File: config.mk
export PLATFORM = sky130hd
export DESIGN_NAME = uart_rx_8n1
export DESIGN_NICKNAME = d
export VERILOG_FILES = /design/src/rtl/uart_pkg.sv /design/src/rtl/baud_tick.sv /design/src/rtl/uart_rx_8n1.sv
export SDC_FILE = /design/constraint.sdc
export NUM_CORES = 1
export LEC_CHECK = 0
export ABC_AREA = 1
export BUFFER_PORTS_ARGS = -buffer_cell sky130_fd_sc_hd__buf_2
export CORE_UTILIZATION = 52
export CTS_CLUSTER_SIZE = 16
export DETAILED_ROUTE_END_ITERATION = 16
export PLACE_DENSITY_LB_ADDON = 0.08
export SYNTH_ARGS = -nofsm -noshare
export SYNTH_HDL_FRONTEND = slang
export SYNTH_SLANG_ARGS = --single-unit
export TNS_END_PERCENT = 50
File: constraint.sdc
create_clock -name hclk -period 1.4 [get_ports hclk]
set_clock_uncertainty 0.05 [all_clocks]
set_input_delay 0.14 -clock hclk [delete_from_list [all_inputs] [get_ports hclk]]
set_output_delay 0.14 -clock hclk [all_outputs]
set_load 0.05 [all_outputs]
File: src/rtl/uart_pkg.sv
// Shared UART definitions: receiver FSM state encoding and 8N1 frame constants.
package uart_pkg;

  localparam int unsigned DATA_BITS = 8;
  localparam int unsigned STOP_BITS = 1;

  typedef enum logic [2:0] {
    StIdle,
    StStart,
    StData,
    StStop,
    StBreak
  } uart_state_e;

endpackage

File: src/rtl/baud_tick.sv
// Oversampling baud divider: one-cycle tick every FREQ_IN/(FREQ_OUT*OVERSAMPLE) hclk.
// clr restarts the count so the first tick lands a full period later.
module baud_tick #(
  parameter int unsigned FREQ_IN    = 12000000,
  parameter int unsigned FREQ_OUT   = 9600,
  parameter int unsigned OVERSAMPLE = 16
) (
  input  logic hclk,
  input  logic rst,
  input  logic clr,
  output logic tick
);

  localparam int unsigned Div  = FREQ_IN / (FREQ_OUT * OVERSAMPLE);
  localparam int unsigned CntW = (Div > 1) ? $clog2(Div) : 1;
  localparam logic [CntW-1:0] CntLast = CntW'(Div - 1);

  logic [CntW-1:0] cnt_q, cnt_d;

  // Next count: wrap at Div-1, restart on clr.
  always_comb begin
    cnt_d = cnt_q;
    if (clr || (cnt_q == CntLast)) begin
      cnt_d = '0;
    end else begin
      cnt_d = cnt_q + 1'b1;
    end
  end

  // Counter register.
  always_ff @(posedge hclk) begin
    if (rst) begin
      cnt_q <= '0;
    end else begin
      cnt_q <= cnt_d;
    end
  end

  assign tick = (cnt_q == CntLast);

endmodule

File: src/rtl/uart_rx_8n1.sv
// UART 8N1 receiver: 2-flop synchroniser, mid-bit sampling FSM, byte/strobe outputs.
module uart_rx_8n1
  import uart_pkg::*;
#(
  parameter int unsigned FREQ_IN    = 12000000,
  parameter int unsigned FREQ_OUT   = 9600,
  parameter int unsigned OVERSAMPLE = 16
) (
  input  logic       hclk,
  input  logic       rst,
  input  logic       rx,
  output logic [7:0] rx_data,
  output logic       rx_ready,
  output logic       rx_error,
  output logic       rx_busy
);

  localparam int unsigned SampleW = $clog2(OVERSAMPLE);
  localparam logic [SampleW-1:0] MidStart = SampleW'(OVERSAMPLE / 2 - 1);
  localparam logic [SampleW-1:0] MidBit   = SampleW'(OVERSAMPLE - 1);
  localparam logic [2:0] LastBit = 3'(DATA_BITS - 1);

  uart_state_e          state_q, state_d;
  logic                 rx_meta_q, rx_s_q;
  logic [SampleW-1:0]   sample_cnt_q, sample_cnt_d;
  logic [2:0]           bit_cnt_q, bit_cnt_d;
  logic [DATA_BITS-1:0] shreg_q, shreg_d;
  logic [7:0]           rx_data_q, rx_data_d;
  logic                 ready_q, ready_d;
  logic                 error_q, error_d;
  logic                 tick;
  logic                 tick_clr;

  baud_tick #(
    .FREQ_IN   (FREQ_IN),
    .FREQ_OUT  (FREQ_OUT),
    .OVERSAMPLE(OVERSAMPLE)
  ) u_baud_tick (
    .hclk(hclk),
    .rst (rst),
    .clr (tick_clr),
    .tick(tick)
  );

  // State, counters, synchroniser and output registers.
  always_ff @(posedge hclk) begin
    if (rst) begin
      state_q      <= StIdle;
      rx_meta_q    <= 1'b1;
      rx_s_q       <= 1'b1;
      sample_cnt_q <= '0;
      bit_cnt_q    <= '0;
      shreg_q      <= '0;
      rx_data_q    <= 8'h00;
      ready_q      <= 1'b0;
      error_q      <= 1'b0;
    end else begin
      state_q      <= state_d;
      rx_meta_q    <= rx;
      rx_s_q       <= rx_meta_q;
      sample_cnt_q <= sample_cnt_d;
      bit_cnt_q    <= bit_cnt_d;
      shreg_q      <= shreg_d;
      rx_data_q    <= rx_data_d;
      ready_q      <= ready_d;
      error_q      <= error_d;
    end
  end

  // Next-state and sample/bit counter sequencing.
  always_comb begin
    state_d      = state_q;
    sample_cnt_d = sample_cnt_q;
    bit_cnt_d    = bit_cnt_q;
    tick_clr     = 1'b0;
    unique case (state_q)
      StIdle: begin
        if (!rx_s_q) begin
          state_d      = StStart;
          sample_cnt_d = '0;
          tick_clr     = 1'b1;
        end
      end
      StStart: begin
        if (tick) begin
          if (sample_cnt_q == MidStart) begin
            sample_cnt_d = '0;
            bit_cnt_d    = '0;
            // High at mid start bit is a glitch, not a frame.
            state_d      = rx_s_q ? StIdle : StData;
          end else begin
            sample_cnt_d = sample_cnt_q + 1'b1;
          end
        end
      end
      StData: begin
        if (tick) begin
          if (sample_cnt_q == MidBit) begin
            sample_cnt_d = '0;
            bit_cnt_d    = bit_cnt_q + 1'b1;
            if (bit_cnt_q == LastBit) begin
              state_d = StStop;
            end
          end else begin
            sample_cnt_d = sample_cnt_q + 1'b1;
          end
        end
      end
      StStop: begin
        if (tick) begin
          if (sample_cnt_q == MidBit) begin
            sample_cnt_d = '0;
            state_d      = rx_s_q ? StIdle : StBreak;
          end else begin
            sample_cnt_d = sample_cnt_q + 1'b1;
          end
        end
      end
      StBreak: begin
        // Hold off until the line returns high so a stuck-low line cannot retrigger.
        if (rx_s_q) begin
          state_d = StIdle;
        end
      end
      default: state_d = StIdle;
    endcase
  end

  // Shift register, output byte and strobes.
  always_comb begin
    shreg_d   = shreg_q;
    rx_data_d = rx_data_q;
    ready_d   = 1'b0;
    error_d   = 1'b0;
    if ((state_q == StData) && tick && (sample_cnt_q == MidBit)) begin
      shreg_d = {rx_s_q, shreg_q[DATA_BITS-1:1]};
    end
    if ((state_q == StStop) && tick && (sample_cnt_q == MidBit)) begin
      if (rx_s_q) begin
        rx_data_d = shreg_q;
        ready_d   = 1'b1;
      end else begin
        error_d = 1'b1;
      end
    end
  end

  assign rx_data  = rx_data_q;
  assign rx_ready = ready_q;
  assign rx_error = error_q;
  assign rx_busy  = (state_q != StIdle);

endmodule
==> results of run 1 <==
## registers in the layout (all words and copies together) (netlist names)
name               flops
rx_data                8
u_baud_tick.cnt_q      7
rx_s_q                 1
shreg_q                8
rx_error               1
state_q                3
sample_cnt_q           4
bit_cnt_q              3
rx_meta_q              1
rx_ready               1
## metal layers
metal / vias up / global-route usage [%] / part of all wire (%)
li1: 837 / - / -
met1: 678 / 27.9 / 48
met2: 44 / 37.5 / 46
met3: 6 / 5.24 / 4.2
met4: 0 / 7.14 / 1.3
met5: - / 0 / 0
## stage by stage
stage / cells / TNS [ps] / util (%) / total power, W / setup WS, ps
after global placement: 311 / -446 / 66.8 / 0.00258 / -71.6
final: 327 / -282 / 74.8 / 0.00326 / -50.3
after detailed placement: 311 / -767 / 66.8 / 0.00259 / -122
after floorplan: 226 / -3.67 / - / 0.00218 / -3.67
after global routing: 327 / -3200 / 74.8 / 0.00351 / -184
after CTS: 323 / -227 / 71.5 / 0.00324 / -53.4
## repair_timing
action / 4_1_cts / 5_1_grt
endpoints found under the setup margin: 27 / 33
endpoints found under the hold margin: 1 / 0
cloned: 0 / 1
hold buffers: 1 / 0
resized for setup: 20 / 16
pin swaps: 6 / 7
setup buffers: 3 / 3
## cells in the mapped netlist
cell       n
nor2_1    39
dfxtp_1   37
nand2_1   30
inv_1     28
o21ai_0   20
a21oi_1   17
nand3_1   12
nor3_1     7
ha_1       5
nand2_2    4
xor2_1     4
inv_2      3
nor2_4     3
nor2_2     2
nor4_1     2
or2_2      2
xnor2_1    2
a21boi_0   1
buf_2      1
buf_4      1
buf_6      1
clkbuf_1   1
nand2_4    1
nand4_4    1
nor3b_1    1
o211ai_1   1
## worst max-delay path, cell delays in order, from the launching register on
cell,delay (ps)
dfxtp_2,340
inv_2,60
ha_4,130
inv_2,30
nor2_2,80
nand3_2,140
nand2_1,110
nand2_1,60
nor2_2,110
nand2_2,80
nand2_1,60
nand2_1,40
nor2_1,90
## layout make-up
cell class                      instances  share of cell area, %
Clock inverter                          2                  0.435
Tap cell                               44                   2.39
Inverter                               31                   5.16
Multi-Input combinational cell        155                   40.9
Sequential cell                        37                   32.7
Timing Repair Buffer                   52                   16.6
Clock buffer                            6                   1.79
## where the power goes
| group | switching (W) | total, W | internal [W] |
|---|---|---|---|
| sequential | 0.000104 | 0.00128 | 0.00117 |
| clock | 0.000333 | 0.000524 | 0.000191 |
| combinational | 0.000853 | 0.00146 | 0.000604 |
## kinds of logic after synthesis
group                      after synthesis
DFF                                     37
adders and majority gates                5
AOI/OAI and AO/OA                       39
xor gates and xnor gates                 6
buffers and inverters                   35
and+or+nand+nor                        104
## final timing paths
path,start,endpoint,cells after the start
worst max-delay path,u_baud_tick.cnt_q[1],state_q[1],12
worst min-delay path,rst,state_q[2],2
worst max register to register,u_baud_tick.cnt_q[1],state_q[1],12
worst min register to register,rx_meta_q,rx_s_q,1
==> reports/metrics.yaml, run 1 <==
logic_synthesis:
  synth_cell_types: 26
  synthMuxAreaShare_pct: 0
  synth.cell_area_um2: 1690
  yosys.area.top_type: "dfxtp_1"
  ys_top_cells_by_area: "dfxtp_1 44%, nor2_1 8.7%, nand2_1 6.7%"
  synth_top_family_by_area: "simple AND/OR/NAND/NOR gates"
  synthAdderAreaFrac_pct: 3.70
  netlist.area_leader.share_pct: 43.8
  synth_xor_area_share_pct: 3.11
  synthCells: 226
  syn_area_per_cell_um2: 7.48
  synth_seq_cells: 37
  ys_seq_area_share_pct: 43.8
  yosys.area_share.simple_pct: 29.0
  synth-compound-area-share_pct: 11.8
  syn_nets: 234
  ys_warn_count: 0
critical_path:
  ff2ff_setup_slack_ps: -50
  required_ps: 1630
  end_kind: "flip-flop"
  critPathMaxFanout: 4
  worstSetupPathType: "flip-flop to flip-flop"
  crit_path_start_kind: "flip-flop"
  critical_path_arrival_ps: 1680
die:
  rows: 20
  coreArea_um2: 3080
  chipHeight_um: 59.0
  io_pins: 14
  initial_core_util_pct: 54.9
  die_area_um2: 3480
  die-width_um: 59.0
pwr:
  p_leak_nw: 1.03
  ir_drop_uv: 1090
  power_density_nw_per_um2: 1410
flow_run:
  cap_viol_max_count: 0
layout:
  area_delta_synth_final_pct: 36.3
  layout-drive-gt1-share_pct: 36.7
  diodes: 0
  multi_input_area_um2: 942
  seq_area_um2: 753
  fin_area_um2: 2300
  n_fill_cell: 247
  fin_nets: 290
  final_common_cell: "buf_4"
  mostFrequentLayoutCells: "36 x buf_4, 35 x nor2_1, 29 x nand2_1, 29 x dfxtp_1, 25 x inv_1"
sta:
  slew_violations: 0
  setup_viol: 15
  setup_slack_ps: -50.3
  relSlewSlack_pct: 82.8
  finalHoldViolCount: 0
  worst_pin_slew_ps: 259
  hold_slack_ps: 21.9
  max_freq_mhz: 689
  min_period_over_period_pct: 104
  rsz0062_at_grt: "true"
  finalCriticalPeriod_ps: 1450
clock_tree:
  cts_tree: "yes"
  htreeDepth: 2
  numClockSinks: 37
  ctsLongestPathBuffers: 2
  clock_latency_ps: 330
  cts-root-buf: "clkbuf_4"
  numCtsBuffers: 5
  clk_pin_slew_worst_paths_ps: 110
hold_path:
  hold_path.class: "input pin to flip-flop"
routing:
  wl_per_cell_um: 10.8
  vias: 1565
  viasPerCell: 4.79
  antenna_left: 0
  drc: 0
  drt_wl_total_um: 3520
  drt-initial-drc-count: 63
  drt_pass1_iterations: 4
placement:
  place_congestion: 0.845
  hpwlAfterDp_um: 2410
  postPlaceCellArea_um2: 2060
  port_buffers: 13
global_routing:
  grt_pass1_wl_um: 5870
  grt_overflow: 0
  track_usage_pct: 22.2
  grt_max_degree: 25
  antenna_found_initial: 0
  grt_pass1_vias: 1388
outcome:
  violations: "negative setup slack"
  outcome: "finished with violations"
Note: power is estimated with default switching activity, not from simulation.
==> inputs of run 2 (changes only) <==
--- a/config.mk
+++ b/config.mk
@@ -7,7 +7,7 @@
 export LEC_CHECK = 0
 export ABC_AREA = 1
 export BUFFER_PORTS_ARGS = -buffer_cell sky130_fd_sc_hd__buf_2
-export CORE_UTILIZATION = 52
+export CORE_UTILIZATION = 40
 export CTS_CLUSTER_SIZE = 16
 export DETAILED_ROUTE_END_ITERATION = 16
 export PLACE_DENSITY_LB_ADDON = 0.08
==> run 2 against run 1 <==
Compared with the run above: the flow still finishes with violations (negative setup slack); first-iteration DRC count up 3.2%; combinational power rose by 5%; largest cell class unchanged; die area grew 29%; critical endpoint is now state_q[0]; sequential share of layout area is 0.80 points lower; via count is 3.8% lower; non-clock buffer count fell by 1; global-route usage is 3.8 points lower; critical path depth fell by 3; cell count rose by 1.5%; final area up 2.0%; maximum frequency down 0.82%; critical path type unchanged; clock-buffer cell count fell by 1.
==> reports/metrics.yaml, run 2 (synthesis results as in run 1) <==
sta:
  setup_viol: 16
  setup_slack_ps: -62.4
  finalCriticalPeriod_ps: 1460
  min_period_over_period_pct: 104
  finalHoldViolCount: 0
  slew_violations: 0
  max_freq_mhz: 684
  worst_pin_slew_ps: 319
  rsz0062_at_grt: "true"
  relSlewSlack_pct: 78.7
flow_run:
  cap_viol_max_count: 0
die:
  die-width_um: 67.0
  io_pins: 14
  chipHeight_um: 67.0
  coreArea_um2: 4030
  initial_core_util_pct: 42.0
  rows: 23
  die_area_um2: 4490
critical_path:
  end_kind: "flip-flop"
  critPathMaxFanout: 6
  worstSetupPathType: "flip-flop to flip-flop"
  required_ps: 1540
  crit_path_start_kind: "flip-flop"
  critical_path_arrival_ps: 1600
layout:
  layout-drive-gt1-share_pct: 36.9
  multi_input_area_um2: 936
  n_fill_cell: 393
  mostFrequentLayoutCells: "37 x buf_4, 36 x nor2_1, 30 x dfxtp_1"
  diodes: 0
  final_common_cell: "buf_4"
  utilization_pct: 58.3
  fin_nets: 289
  seq_area_um2: 749
  area_delta_synth_final_pct: 39.0
routing:
  drt_wl_total_um: 3610
  routed-wl-met3_um: 85
  drc: 0
  wl_per_cell_um: 10.9
  viasPerCell: 4.53
  wl_met2_um: 1620
  dr.max_layer_used: "met4"
  antenna_left: 0
  drt-initial-drc-count: 65
  m1WireLength_um: 1860
  drt_pass1_iterations: 4
  vias: 1505
outcome:
  outcome: "finished with violations"
  violations: "negative setup slack"
pwr:
  power.total_w: 0.00375
  p_leak_nw: 1.04
  power_density_nw_per_um2: 1600
  ir_drop_uv: 774
clock_tree:
  ctsLongestPathBuffers: 2
  numClockSinks: 37
  numCtsBuffers: 5
  clk_pin_slew_worst_paths_ps: 70
  htreeDepth: 2
  cts_tree: "yes"
  clock_latency_ps: 300
  cts-root-buf: "clkbuf_8"
global_routing:
  track_usage_pct: 18.4
  grt_pass1_wl_um: 6140
  antenna_found_initial: 0
  grt_pass1_vias: 1449
  grt_max_degree: 25
  grt_overflow: 0
placement:
  hpwlAfterDp_um: 2530
  port_buffers: 13
  place_congestion: 0.858
hold_path:
  hold_path.class: "input pin to flip-flop"
run 2: cell types whose count changed in the layout (fill, tap and decap cells not counted), sizes merged:
cell      previous run  this run
clkbuf               6         5
nor2                44        45
clkinv               2         1
clkinvlp             0         1
bufinv               0         1
nand4                2         1
buf                 51        50
run 2: timing repair:
item / CTS / global route
hold endpoints to repair: 1 / 0
hold buffers: 1 / 0
gates cloned: 1 / 0
setup endpoints to repair: 28 / 30
pin swaps: 12 / 16
gates resized for setup: 14 / 20
buffers inserted: 1 / 0
run 2: final timing paths:
check,start,cells after the start,slack (ps),to
min,rst,2,60,state_q[2]
max reg2reg,u_baud_tick.cnt_q[1],9,-60,state_q[0]
min reg2reg,rx_meta_q,1,360,rx_s_q
max,u_baud_tick.cnt_q[1],9,-60,state_q[0]
run 2: through the flow:
stage / TNS, ps / cells / hold slack, ps / worst slack, ps / instance area (um2)
after floorplan: -3.67 / 226 / 159 / -3.67 / 1710
after global placement: -935 / 321 / 272 / -96.1 / 2090
after detailed placement: -1210 / 321 / 276 / -105 / 2090
after CTS: -661 / 332 / 36.2 / -70.8 / 2280
after global routing: -2920 / 332 / 52.1 / -175 / 2350
final: -551 / 332 / 56.7 / -62.4 / 2350
run 2: critical path, stage by stage, from the launching register on:
cell and delay [ps]:
dfxtp_2 330, inv_2 60, ha_4 140, nand2_2 60, nor2_4 200, nor2_2 70
nor2_4 190, nand2_2 100, nor2_1 120, nor2_1 50
run 2: area by class of cell:
type	count	area share, %
clock buffer	5	2.93
clock inverter	3	1.97
inverter	31	5.06
multi-input combinational	155	39.8
sequential	37	31.9
tap	50	2.66
timing repair buffer	51	15.7
run 2: per-layer routing:
layer  up-vias  track usage [%]
met1       660             23.2
met2        12             29.5
li1        827                -
met5         -                0
met3         6             5.14
met4         0             6.38
run 2: power by group:
group | switching (W) | internal (W) | leakage (nW)
registers | 0.000102 | 0.00118 | 0.303
clock network | 0.000406 | 0.000533 | 0.0543
logic | 0.000864 | 0.000669 | 0.685
